### config.mk
export PLATFORM = sky130hd
export DESIGN_NAME = ex_stage_pipe
export DESIGN_NICKNAME = d
export VERILOG_FILES = /design/src/rtl/ex_pkg.sv /design/src/rtl/ex_mul_iter.sv /design/src/rtl/ex_stage_pipe.sv
export SDC_FILE = /design/constraint.sdc
export NUM_CORES = 1
export LEC_CHECK = 0
export ABC_AREA = 0
export CAP_MARGIN = 20
export CORE_MARGIN = 1
export CORE_UTILIZATION = 40
export DETAILED_ROUTE_END_ITERATION = 6
export MAX_ROUTING_LAYER = met4
export PLACE_DENSITY = 0.56
export SLEW_MARGIN = 20
export SYNTH_ARGS = -nofsm -noshare
export SYNTH_HDL_FRONTEND = slang
export SYNTH_SLANG_ARGS = --single-unit
### constraint.sdc
create_clock -name clk -period 16 [get_ports clk]
set_input_delay 3.2 -clock clk [delete_from_list [all_inputs] [get_ports clk]]
set_output_delay 3.2 -clock clk [all_outputs]
set_load 0.03 [all_outputs]
### src/rtl/ex_pkg.sv
// rtl/ex_pkg.sv - shared opcodes, FSM encoding and flag indices for the execute stage
package ex_pkg;

    localparam logic [3:0] OP_ADD = 4'd0;
    localparam logic [3:0] OP_SUB = 4'd1;
    localparam logic [3:0] OP_AND = 4'd2;
    localparam logic [3:0] OP_NOR = 4'd3;
    localparam logic [3:0] OP_SLL = 4'd4;
    localparam logic [3:0] OP_SRL = 4'd5;
    localparam logic [3:0] OP_SRA = 4'd6;
    localparam logic [3:0] OP_LHB = 4'd7;
    localparam logic [3:0] OP_MUL = 4'd8;

    typedef enum logic [1:0] {
        ST_IDLE = 2'd0,
        ST_MUL  = 2'd1,
        ST_DONE = 2'd2
    } ex_state_t;

    localparam int FLAG_N    = 0;
    localparam int FLAG_Z    = 1;
    localparam int FLAG_V    = 2;
    localparam int NUM_FLAGS = 3;

endpackage

### src/rtl/ex_mul_iter.sv
// rtl/ex_mul_iter.sv - iterative shift-add unsigned multiplier, one multiplier bit per cycle
module ex_mul_iter #(
    parameter int WIDTH = 16
) (
    input  logic                 clk,
    input  logic                 rst,
    input  logic                 start,
    input  logic                 abort,
    input  logic [WIDTH-1:0]     mcand_in,
    input  logic [WIDTH-1:0]     mplier_in,
    output logic                 busy,
    output logic                 done,
    output logic [2*WIDTH-1:0]   product
);

    localparam int CW = $clog2(WIDTH);

    logic [2*WIDTH-1:0] mcand_q;
    logic [2*WIDTH-1:0] acc_q;
    logic [WIDTH-1:0]   mplier_q;
    logic [CW-1:0]      cnt_q;

    // done marks the cycle whose edge retires the final multiplier bit
    assign done    = busy && (cnt_q == CW'(WIDTH - 1));
    assign product = acc_q;

    always_ff @(posedge clk) begin
        if (rst) begin
            mcand_q  <= '0;
            acc_q    <= '0;
            mplier_q <= '0;
            cnt_q    <= '0;
            busy     <= 1'b0;
        end else if (abort) begin
            busy <= 1'b0;
        end else if (start) begin
            mcand_q  <= {{WIDTH{1'b0}}, mcand_in};
            mplier_q <= mplier_in;
            acc_q    <= '0;
            cnt_q    <= '0;
            busy     <= 1'b1;
        end else if (busy) begin
            if (mplier_q[0]) begin
                acc_q <= acc_q + mcand_q;
            end
            mcand_q  <= mcand_q << 1;
            mplier_q <= mplier_q >> 1;
            cnt_q    <= cnt_q + CW'(1);
            if (done) begin
                busy <= 1'b0;
            end
        end
    end

endmodule

### src/rtl/ex_stage_pipe.sv
// rtl/ex_stage_pipe.sv - execute stage: saturating ALU, iterative MUL, PC adders, flag state
module ex_stage_pipe
    import ex_pkg::*;
#(
    parameter int WIDTH = 16,
    parameter int OFF_W = 13
) (
    input  logic                      clk,
    input  logic                      rst,
    input  logic                      in_valid,
    output logic                      in_ready,
    input  logic [WIDTH-1:0]          p0,
    input  logic [WIDTH-1:0]          p1,
    input  logic [WIDTH-1:0]          sext_in,
    input  logic                      src1sel,
    input  logic [3:0]                alu_op,
    input  logic [$clog2(WIDTH)-1:0]  shamt,
    input  logic                      flag_we,
    input  logic [WIDTH-1:0]          pc,
    input  logic [OFF_W-1:0]          offset,
    input  logic                      flush,
    output logic                      out_valid,
    input  logic                      out_ready,
    output logic [WIDTH-1:0]          alu_result,
    output logic [WIDTH-1:0]          add_result,
    output logic [WIDTH-1:0]          jump_to,
    output logic                      V,
    output logic                      Z,
    output logic                      N
);

    localparam int HALF = WIDTH / 2;
    localparam logic [WIDTH-1:0] SMAX = {1'b0, {(WIDTH-1){1'b1}}};
    localparam logic [WIDTH-1:0] SMIN = {1'b1, {(WIDTH-1){1'b0}}};

    ex_state_t state_q, state_nxt;

    logic [WIDTH-1:0]     src1, alu_res;
    logic                 alu_v;
    logic [WIDTH:0]       sum_ext, dif_ext;
    logic [WIDTH-1:0]     add_nxt, jump_nxt;
    logic                 accept, accept_mul, load_now, load_mul, load;
    logic [WIDTH-1:0]     pend_add_q, pend_jump_q;
    logic                 pend_fwe_q;
    logic                 mul_busy, mul_done;
    logic [2*WIDTH-1:0]   mul_product;
    logic [NUM_FLAGS-1:0] flags_q;
    logic [WIDTH-1:0]     ld_res, ld_add, ld_jump;
    logic                 ld_v, ld_fwe;

    assign in_ready   = (state_q == ST_IDLE) && !mul_busy && (!out_valid || out_ready);
    assign accept     = in_valid && in_ready && !flush;
    assign accept_mul = accept && (alu_op == OP_MUL);
    assign load_now   = accept && !accept_mul;
    assign load_mul   = (state_q == ST_DONE) && !flush;
    assign load       = load_now || load_mul;

    assign add_nxt  = pc + sext_in;
    assign jump_nxt = pc + {{(WIDTH-OFF_W){offset[OFF_W-1]}}, offset};

    // One guard bit on the sum/difference exposes signed overflow as a sign-bit disagreement
    always_comb begin
        src1    = src1sel ? sext_in : p1;
        sum_ext = {p0[WIDTH-1], p0} + {src1[WIDTH-1], src1};
        dif_ext = {p0[WIDTH-1], p0} - {src1[WIDTH-1], src1};
        alu_v   = 1'b0;
        alu_res = src1;
        case (alu_op)
            OP_ADD: begin
                alu_v   = sum_ext[WIDTH] ^ sum_ext[WIDTH-1];
                alu_res = alu_v ? (sum_ext[WIDTH] ? SMIN : SMAX) : sum_ext[WIDTH-1:0];
            end
            OP_SUB: begin
                alu_v   = dif_ext[WIDTH] ^ dif_ext[WIDTH-1];
                alu_res = alu_v ? (dif_ext[WIDTH] ? SMIN : SMAX) : dif_ext[WIDTH-1:0];
            end
            OP_AND:  alu_res = p0 & src1;
            OP_NOR:  alu_res = ~(p0 | src1);
            OP_SLL:  alu_res = p0 << shamt;
            OP_SRL:  alu_res = p0 >> shamt;
            OP_SRA:  alu_res = $signed(p0) >>> shamt;
            OP_LHB:  alu_res = {src1[HALF-1:0], p0[HALF-1:0]};
            default: alu_res = src1;
        endcase
    end

    always_comb begin
        ld_res  = alu_res;
        ld_v    = alu_v;
        ld_add  = add_nxt;
        ld_jump = jump_nxt;
        ld_fwe  = flag_we && (alu_op <= OP_MUL);
        if (load_mul) begin
            ld_res  = mul_product[WIDTH-1:0];
            ld_v    = |mul_product[2*WIDTH-1:WIDTH];
            ld_add  = pend_add_q;
            ld_jump = pend_jump_q;
            ld_fwe  = pend_fwe_q;
        end
    end

    always_comb begin
        state_nxt = state_q;
        case (state_q)
            ST_IDLE: if (accept_mul) state_nxt = ST_MUL;
            ST_MUL: begin
                if (flush)         state_nxt = ST_IDLE;
                else if (mul_done) state_nxt = ST_DONE;
            end
            ST_DONE: state_nxt = ST_IDLE;
            default: state_nxt = ST_IDLE;
        endcase
    end

    always_ff @(posedge clk) begin
        if (rst) state_q <= ST_IDLE;
        else     state_q <= state_nxt;
    end

    always_ff @(posedge clk) begin
        if (rst) begin
            out_valid   <= 1'b0;
            alu_result  <= '0;
            add_result  <= '0;
            jump_to     <= '0;
            flags_q     <= '0;
            pend_add_q  <= '0;
            pend_jump_q <= '0;
            pend_fwe_q  <= 1'b0;
        end else begin
            if (flush)          out_valid <= 1'b0;
            else if (load)      out_valid <= 1'b1;
            else if (out_ready) out_valid <= 1'b0;

            if (load) begin
                alu_result <= ld_res;
                add_result <= ld_add;
                jump_to    <= ld_jump;
                if (ld_fwe) begin
                    flags_q[FLAG_V] <= ld_v;
                    flags_q[FLAG_Z] <= (ld_res == '0);
                    flags_q[FLAG_N] <= ld_res[WIDTH-1];
                end
            end

            // PC results are computed at acceptance and parked until the product is ready
            if (accept_mul) begin
                pend_add_q  <= add_nxt;
                pend_jump_q <= jump_nxt;
                pend_fwe_q  <= flag_we;
            end
        end
    end

    assign V = flags_q[FLAG_V];
    assign Z = flags_q[FLAG_Z];
    assign N = flags_q[FLAG_N];

    ex_mul_iter #(.WIDTH(WIDTH)) u_mul (
        .clk       (clk),
        .rst       (rst),
        .start     (accept_mul),
        .abort     (flush),
        .mcand_in  (p0),
        .mplier_in (src1),
        .busy      (mul_busy),
        .done      (mul_done),
        .product   (mul_product)
    );

endmodule

# Word-level counts from Yosys, hierarchy flattened
# Index checks and enable logic that the tools add are counted.
[totals]
ff_bits = 172
in_bits = 92
word_cells = 100
[classes]
addsub = 6
magnitude_cmp = 1
eq_ne = 13
n_shift = 3
muxes = 30
n_bitwise = 6
n_reduce_logical = 27
[ops]
columns = ["cell", "n"]
rows = [
  ["2-to-1 mux 16 bit", 10],
  ["2-to-1 mux 32 bit", 5],
  ["one-hot mux 16 bit (8 select lines)", 1],
  ["adder 16 bit", 2],
  ["adder 32 bit", 1],
  ["adder 16 x 16 -> 17 bit", 1],
  ["subtractor 16 x 16 -> 17 bit", 1],
  ["AND 16 bit", 1],
  ["equality test 4 x 3 -> 1 bit (second input constant)", 4],
  ["zero test 16 bit", 1],
  ["NOT 16 bit", 1],
  ["OR 16 bit", 1],
  ["OR reduction 16 bit", 1],
  ["left shift 16 x 4 -> 16 bit", 1],
  [">> shifter 16 x 4 -> 16 bit", 1],
  [">>> shifter 16 x 4 -> 16 bit", 1],
  ["logical AND 1 bit", 9],
  ["equality test 4 x 2 -> 1 bit (second input constant)", 2],
  ["equality test 4 bit (second input constant)", 2],
  ["2-to-1 mux 4 bit", 2],
  ["2-to-1 mux 1 bit", 7],
  ["2-to-1 mux 2 bit", 3],
  ["AND reduction 2 bit", 3],
  ["nonzero test 2 bit", 3],
  ["other kinds (17)", 22],
]

# Logic depth before layout (Yosys ltp)
[logic_depth]
depth_word = 10
ltp_mapped = 18
ltp_nobuf = 16

# Modules after synthesis
# Synthesis repeated with hierarchy kept, for this count alone.
[unflattened]
hier_cells = 1820
area_unflattened_um2 = 14129.8
[by_module_without_submodules]
columns = ["module", "instances", "cells_per_inst", "area_each_um2", "seq_area_each_um2"]
rows = [
  ["ex_stage_pipe", 1, 1238, 9292.7, 1741.7],
  ["ex_mul_iter", 1, 582, 4837.1, 1701.6],
]

# Worst setup path after synthesis
# No wires, ideal clock.
[synth_timing]
kind = "input to output"
from = "input port out_ready"
to = "output port in_ready"
t_arrival_ns = 4.250
required_time_ns = 12.800
setup_slack_ns = 8.550
cell_stages = 2
n_path_buf = 0
path_cell_list = "nor2b_1 -> nor4_1"
[synth_via]
elab_chain_len = 2
[synth_lines]
columns = ["element", "line", "source"]
rows = [
  ["start: declaration", "ex_stage_pipe.sv:23", "input logic out_ready,"],
  ["logical OR 1 bit", "ex_stage_pipe.sv:51", "assign in_ready = (state_q == ST_IDLE) && !mul_busy && (!out_valid || out_ready);"],
  ["logical AND 1 bit", "ex_stage_pipe.sv:51", ""],
  ["end: declaration", "ex_stage_pipe.sv:11", "output logic in_ready,"],
]
# No other way between the ends.

# Worst setup path after layout
# Ends and elaborated chain as after synthesis.

==> flow_metrics.py <==
metrics = {
    "yosys": {
        "syn-num-nets": 2049,
        "yosys_warnings": 0,
        "synthTopCellsByArea": "dfxtp_1 (25%), ha_1 (10%), a21oi_1 (6.6%), nand2_1 (6.5%), nor2_1 (5.0%)",
        "synthFlopType": "dfxtp_1",
        "seq_area_frac_synth_pct": 24.6,
        "synthesis.area_um2": 14000,
        "synthArstFlopShare_pct": 0,
        "yosysUniqueCellTypes": 86,
        "avgSynthCellArea_um2": 7.63,
        "synth.largest_area_cell": "dfxtp_1",
        "ys_seq_elements": 172,
        "synthCells": 1835,
        "yosysTopAreaCellShare_pct": 24.6,
        "synth-edff-count": 0,
    },
    "min_path": {
        "hold_class": "reg -> reg",
    },
    "power": {
        "internal_power_uw": 801,
        "pwr-share-seq_pct": 35.7,
        "p_comb_share_pct": 29.9,
        "p_switching_uw": 446,
        "swShare_pct": 35.7,
        "cellLeakagePower_nw": 6.46,
        "p_clk_share_pct": 34.4,
        "irDropWorstVdd_v": 0.0000762,
        "power_mw": 1.25,
        "power.density_nw_per_um2": 76.3,
    },
    "timing": {
        "setup_ws_ns": 7.89,
        "hold_ws_ns": 0.457,
        "period_needed_ns": 8.11,
        "hold_viol": 0,
        "worst_slew_pin_slew_ns": 1.03,
        "fmax_ghz": 0.123,
        "final_max_slew_viol_count": 0,
        "report.final.setup_viol": 0,
        "skew_ns": 0.00974,
        "maxSlewHeadroom_pct": 30.6,
        "finalSetupTns_ns": 0,
        "finalCritPeriodShare_pct": 50.7,
        "rsz0062_at_grt": "false",
    },
    "drt": {
        "first_pass_iters": 6,
        "drtIter0Drc": 1337,
        "vias": 14400,
        "wire_per_inst_um": 23.7,
        "drt_drc_violations_left": 0,
        "ant_nets": 0,
        "drt-total-wl_um": 56400,
        "viasPerCell": 6.06,
    },
    "grt": {
        "grt-ovfl-total": 0,
        "first_global_vias": 13400,
        "grt_usage_pct": 32.3,
        "gr-usage-met3_pct": 5.58,
        "use_met2_pct": 48.9,
        "top_usage_layer": "met2",
        "antenna_found_initial": 3,
        "grt_pass1_wl_um": 85200,
        "grt_max_degree": 86,
        "gr-usage-met1_pct": 44.0,
    },
    "setup_path": {
        "crit_chain": "clkdlybuf4s50_1, nor2b_1, nor4_1, clkdlybuf4s50_1",
        "crit_path_end": "in_ready",
        "worst_setup_path_start_kind": "input pin",
        "critical_path_class": "in -> out",
        "cp-end-kind": "primary output",
        "worstPathMaxFanout": 3,
        "r2r_end": "u_mul.product[30]$_SDFFE_PP0P_",
        "slowest_delay_ns": 0.77,
        "startpoint": "out_ready",
        "r2r_setup_slack_ns": 12.25,
        "cp.arrival_ns": 4.91,
        "ff2ff_path_depth": 14,
        "r2r_start": "u_mul.product[0]$_SDFFE_PP0P_",
        "required_ns": 12.80,
        "cp_common_cell": "clkdlybuf4s50_1",
        "cp_slowest_cell": "clkdlybuf4s50_1",
    },
    "cts": {
        "clkSlewWorstSetupHoldPaths_ns": 0.07,
        "clkLatencyLatePin_ns": 0.44,
        "hold_buffers": 0,
        "cts_tree": "built",
        "post-cts-setup-buffer-count": 0,
        "cts_resized": 0,
        "root_buffer": "clkbuf_16",
        "clkSinkCount": 172,
        "cts_buffers": 17,
        "cts_max_level": 4,
        "clock_path_buffers": 2,
    },
    "final_layout": {
        "nNetsFinal": 2120,
        "design_area_um2": 16300,
        "multi_input_area_um2": 9790,
        "fin_cells": 2379,
        "final_cell_mix": "nand2_1 (243), a21oi_1 (184), nor2_1 (184)",
        "drive_gt1_share_pct": 6.51,
        "final_common_cell": "nand2_1",
        "n_fill_cell": 3513,
        "final_util_pct": 47.4,
        "seqCellArea_um2": 3440,
        "synthToLayoutAreaGrowth_pct": 16.8,
    },
    "die": {
        "die_w_um": 189,
        "dieArea_um2": 35700,
        "pin_count": 145,
        "rows": 68,
        "core-area_um2": 34500,
        "start_util_pct": 40.6,
        "die_h_um": 189,
    },
    "placed_design": {
        "place.gp.congestion": 1.04,
        "io_buffer_count": 144,
        "dpl-instance-area_um2": 15700,
        "placed_cells": 2342,
        "place_ws_ns": 7.71,
        "dpl.hpwl_um": 42800,
    },
    "run_status": {
        "status": "complete, no violations",
    },
    "job": {
        "max_cap_violations": 0,
    },
}
[cell families (layout without fill, tap and decap cells)]
| family | after synthesis | count (layout) | synth area share [%] |
|---|---|---|---|
| simple gates | 650 | 650 | 21.2 |
| compound gates | 550 | 550 | 26.4 |
| buf+inv | 201 | 285 | 5.66 |
| flops | 172 | 172 | 24.6 |
| fa+ha+maj | 123 | 123 | 11.2 |
| mux | 76 | 76 | 6.88 |
| xor+xnor | 63 | 63 | 3.94 |
| other cells | 0 | 5 | 0 |
[worst min-delay path by stage]
stage	cells past startpoint	from	endpoint	slack [ns]
after floorplan	2	pend_fwe_q$_SDFFE_PP0P_	pend_fwe_q$_SDFFE_PP0P_	0.44
after global placement	2	pend_add_q[0]$_SDFFE_PP0P_	pend_add_q[0]$_SDFFE_PP0P_	0.44
after detailed placement	2	pend_add_q[6]$_SDFFE_PP0P_	pend_add_q[6]$_SDFFE_PP0P_	0.45
after CTS	2	pend_add_q[6]$_SDFFE_PP0P_	pend_add_q[6]$_SDFFE_PP0P_	0.46
after global routing	2	jump_to[4]$_SDFFE_PP0P_	jump_to[4]$_SDFFE_PP0P_	0.47
final	2	alu_result[1]$_SDFFE_PP0P_	alu_result[1]$_SDFFE_PP0P_	0.46
[worst max-delay path: cells and delay by family]
kind,cells,cell delay [ns]
and+or+nand+nor,2,0.47
buffers and inverters,2,1.23
[flip-flops by register name (all words and copies together) (netlist names), 2 cells and up]
name	count
pend_add_q	16
u_mul.cnt_q	4
u_mul.product	32
alu_result	16
flags_q	3
jump_to	16
add_result	16
pend_jump_q	16
state_q	2
u_mul.mcand_q	32
u_mul.mplier_q	16
[power groups by stage]
stage / logic, mW / clock network [mW] / registers [mW]
final: 0.372 / 0.429 / 0.445
after CTS: 0.366 / 0.438 / 0.445
after global placement: 0.367 / 0 / 0.455
after floorplan: 0.216 / 0 / 0.470
after detailed placement: 0.363 / 0 / 0.455
after global routing: 0.399 / 0.457 / 0.446
[Yosys cell counts, types with 8 or more instances]
cell type / instances
o22ai_1: 8
ha_1: 117
o21ai_0: 72
nand2_1: 244
a22oi_1: 39
o2111ai_1: 8
a221oi_1: 13
xor2_1: 21
a31oi_1: 20
inv_1: 80
nand3b_1: 8
a211o_1: 8
nand3_1: 49
mux4_2: 15
mux2i_1: 51
mux2_2: 8
a21oi_1: 184
nor3b_1: 8
nand4_1: 16
buf_2: 12
clkbuf_1: 93
o31a_1: 8
nand2b_1: 14
a211oi_1: 19
a311oi_1: 17
nor2b_1: 20
nor4_1: 9
buf_1: 8
dfxtp_1: 172
or3_1: 15
nor4b_1: 8
o21a_1: 11
o31ai_1: 16
nor3_1: 36
xnor2_1: 42
o21bai_1: 8
nor2_1: 188
o211ai_1: 13
a21o_1: 26
a222oi_1: 16
[final cells by class]
class	instances	area share, %
clock buffers	17	2.60
inverters	84	1.93
well taps	455	3.48
flip-flops and latches	172	21.1
repair buffers	169	9.86
clock inverters	15	1.06
multi-input cells	1462	59.9
diodes	5	0.0766
[layer usage]
metal  up-vias  routed length, um
li1       6827                  -
met1      7007              25900
met2       510              25200
met3        81               4020
met4         0               1250
met5         -                  0
Note: power is estimated with default switching activity, not from simulation.
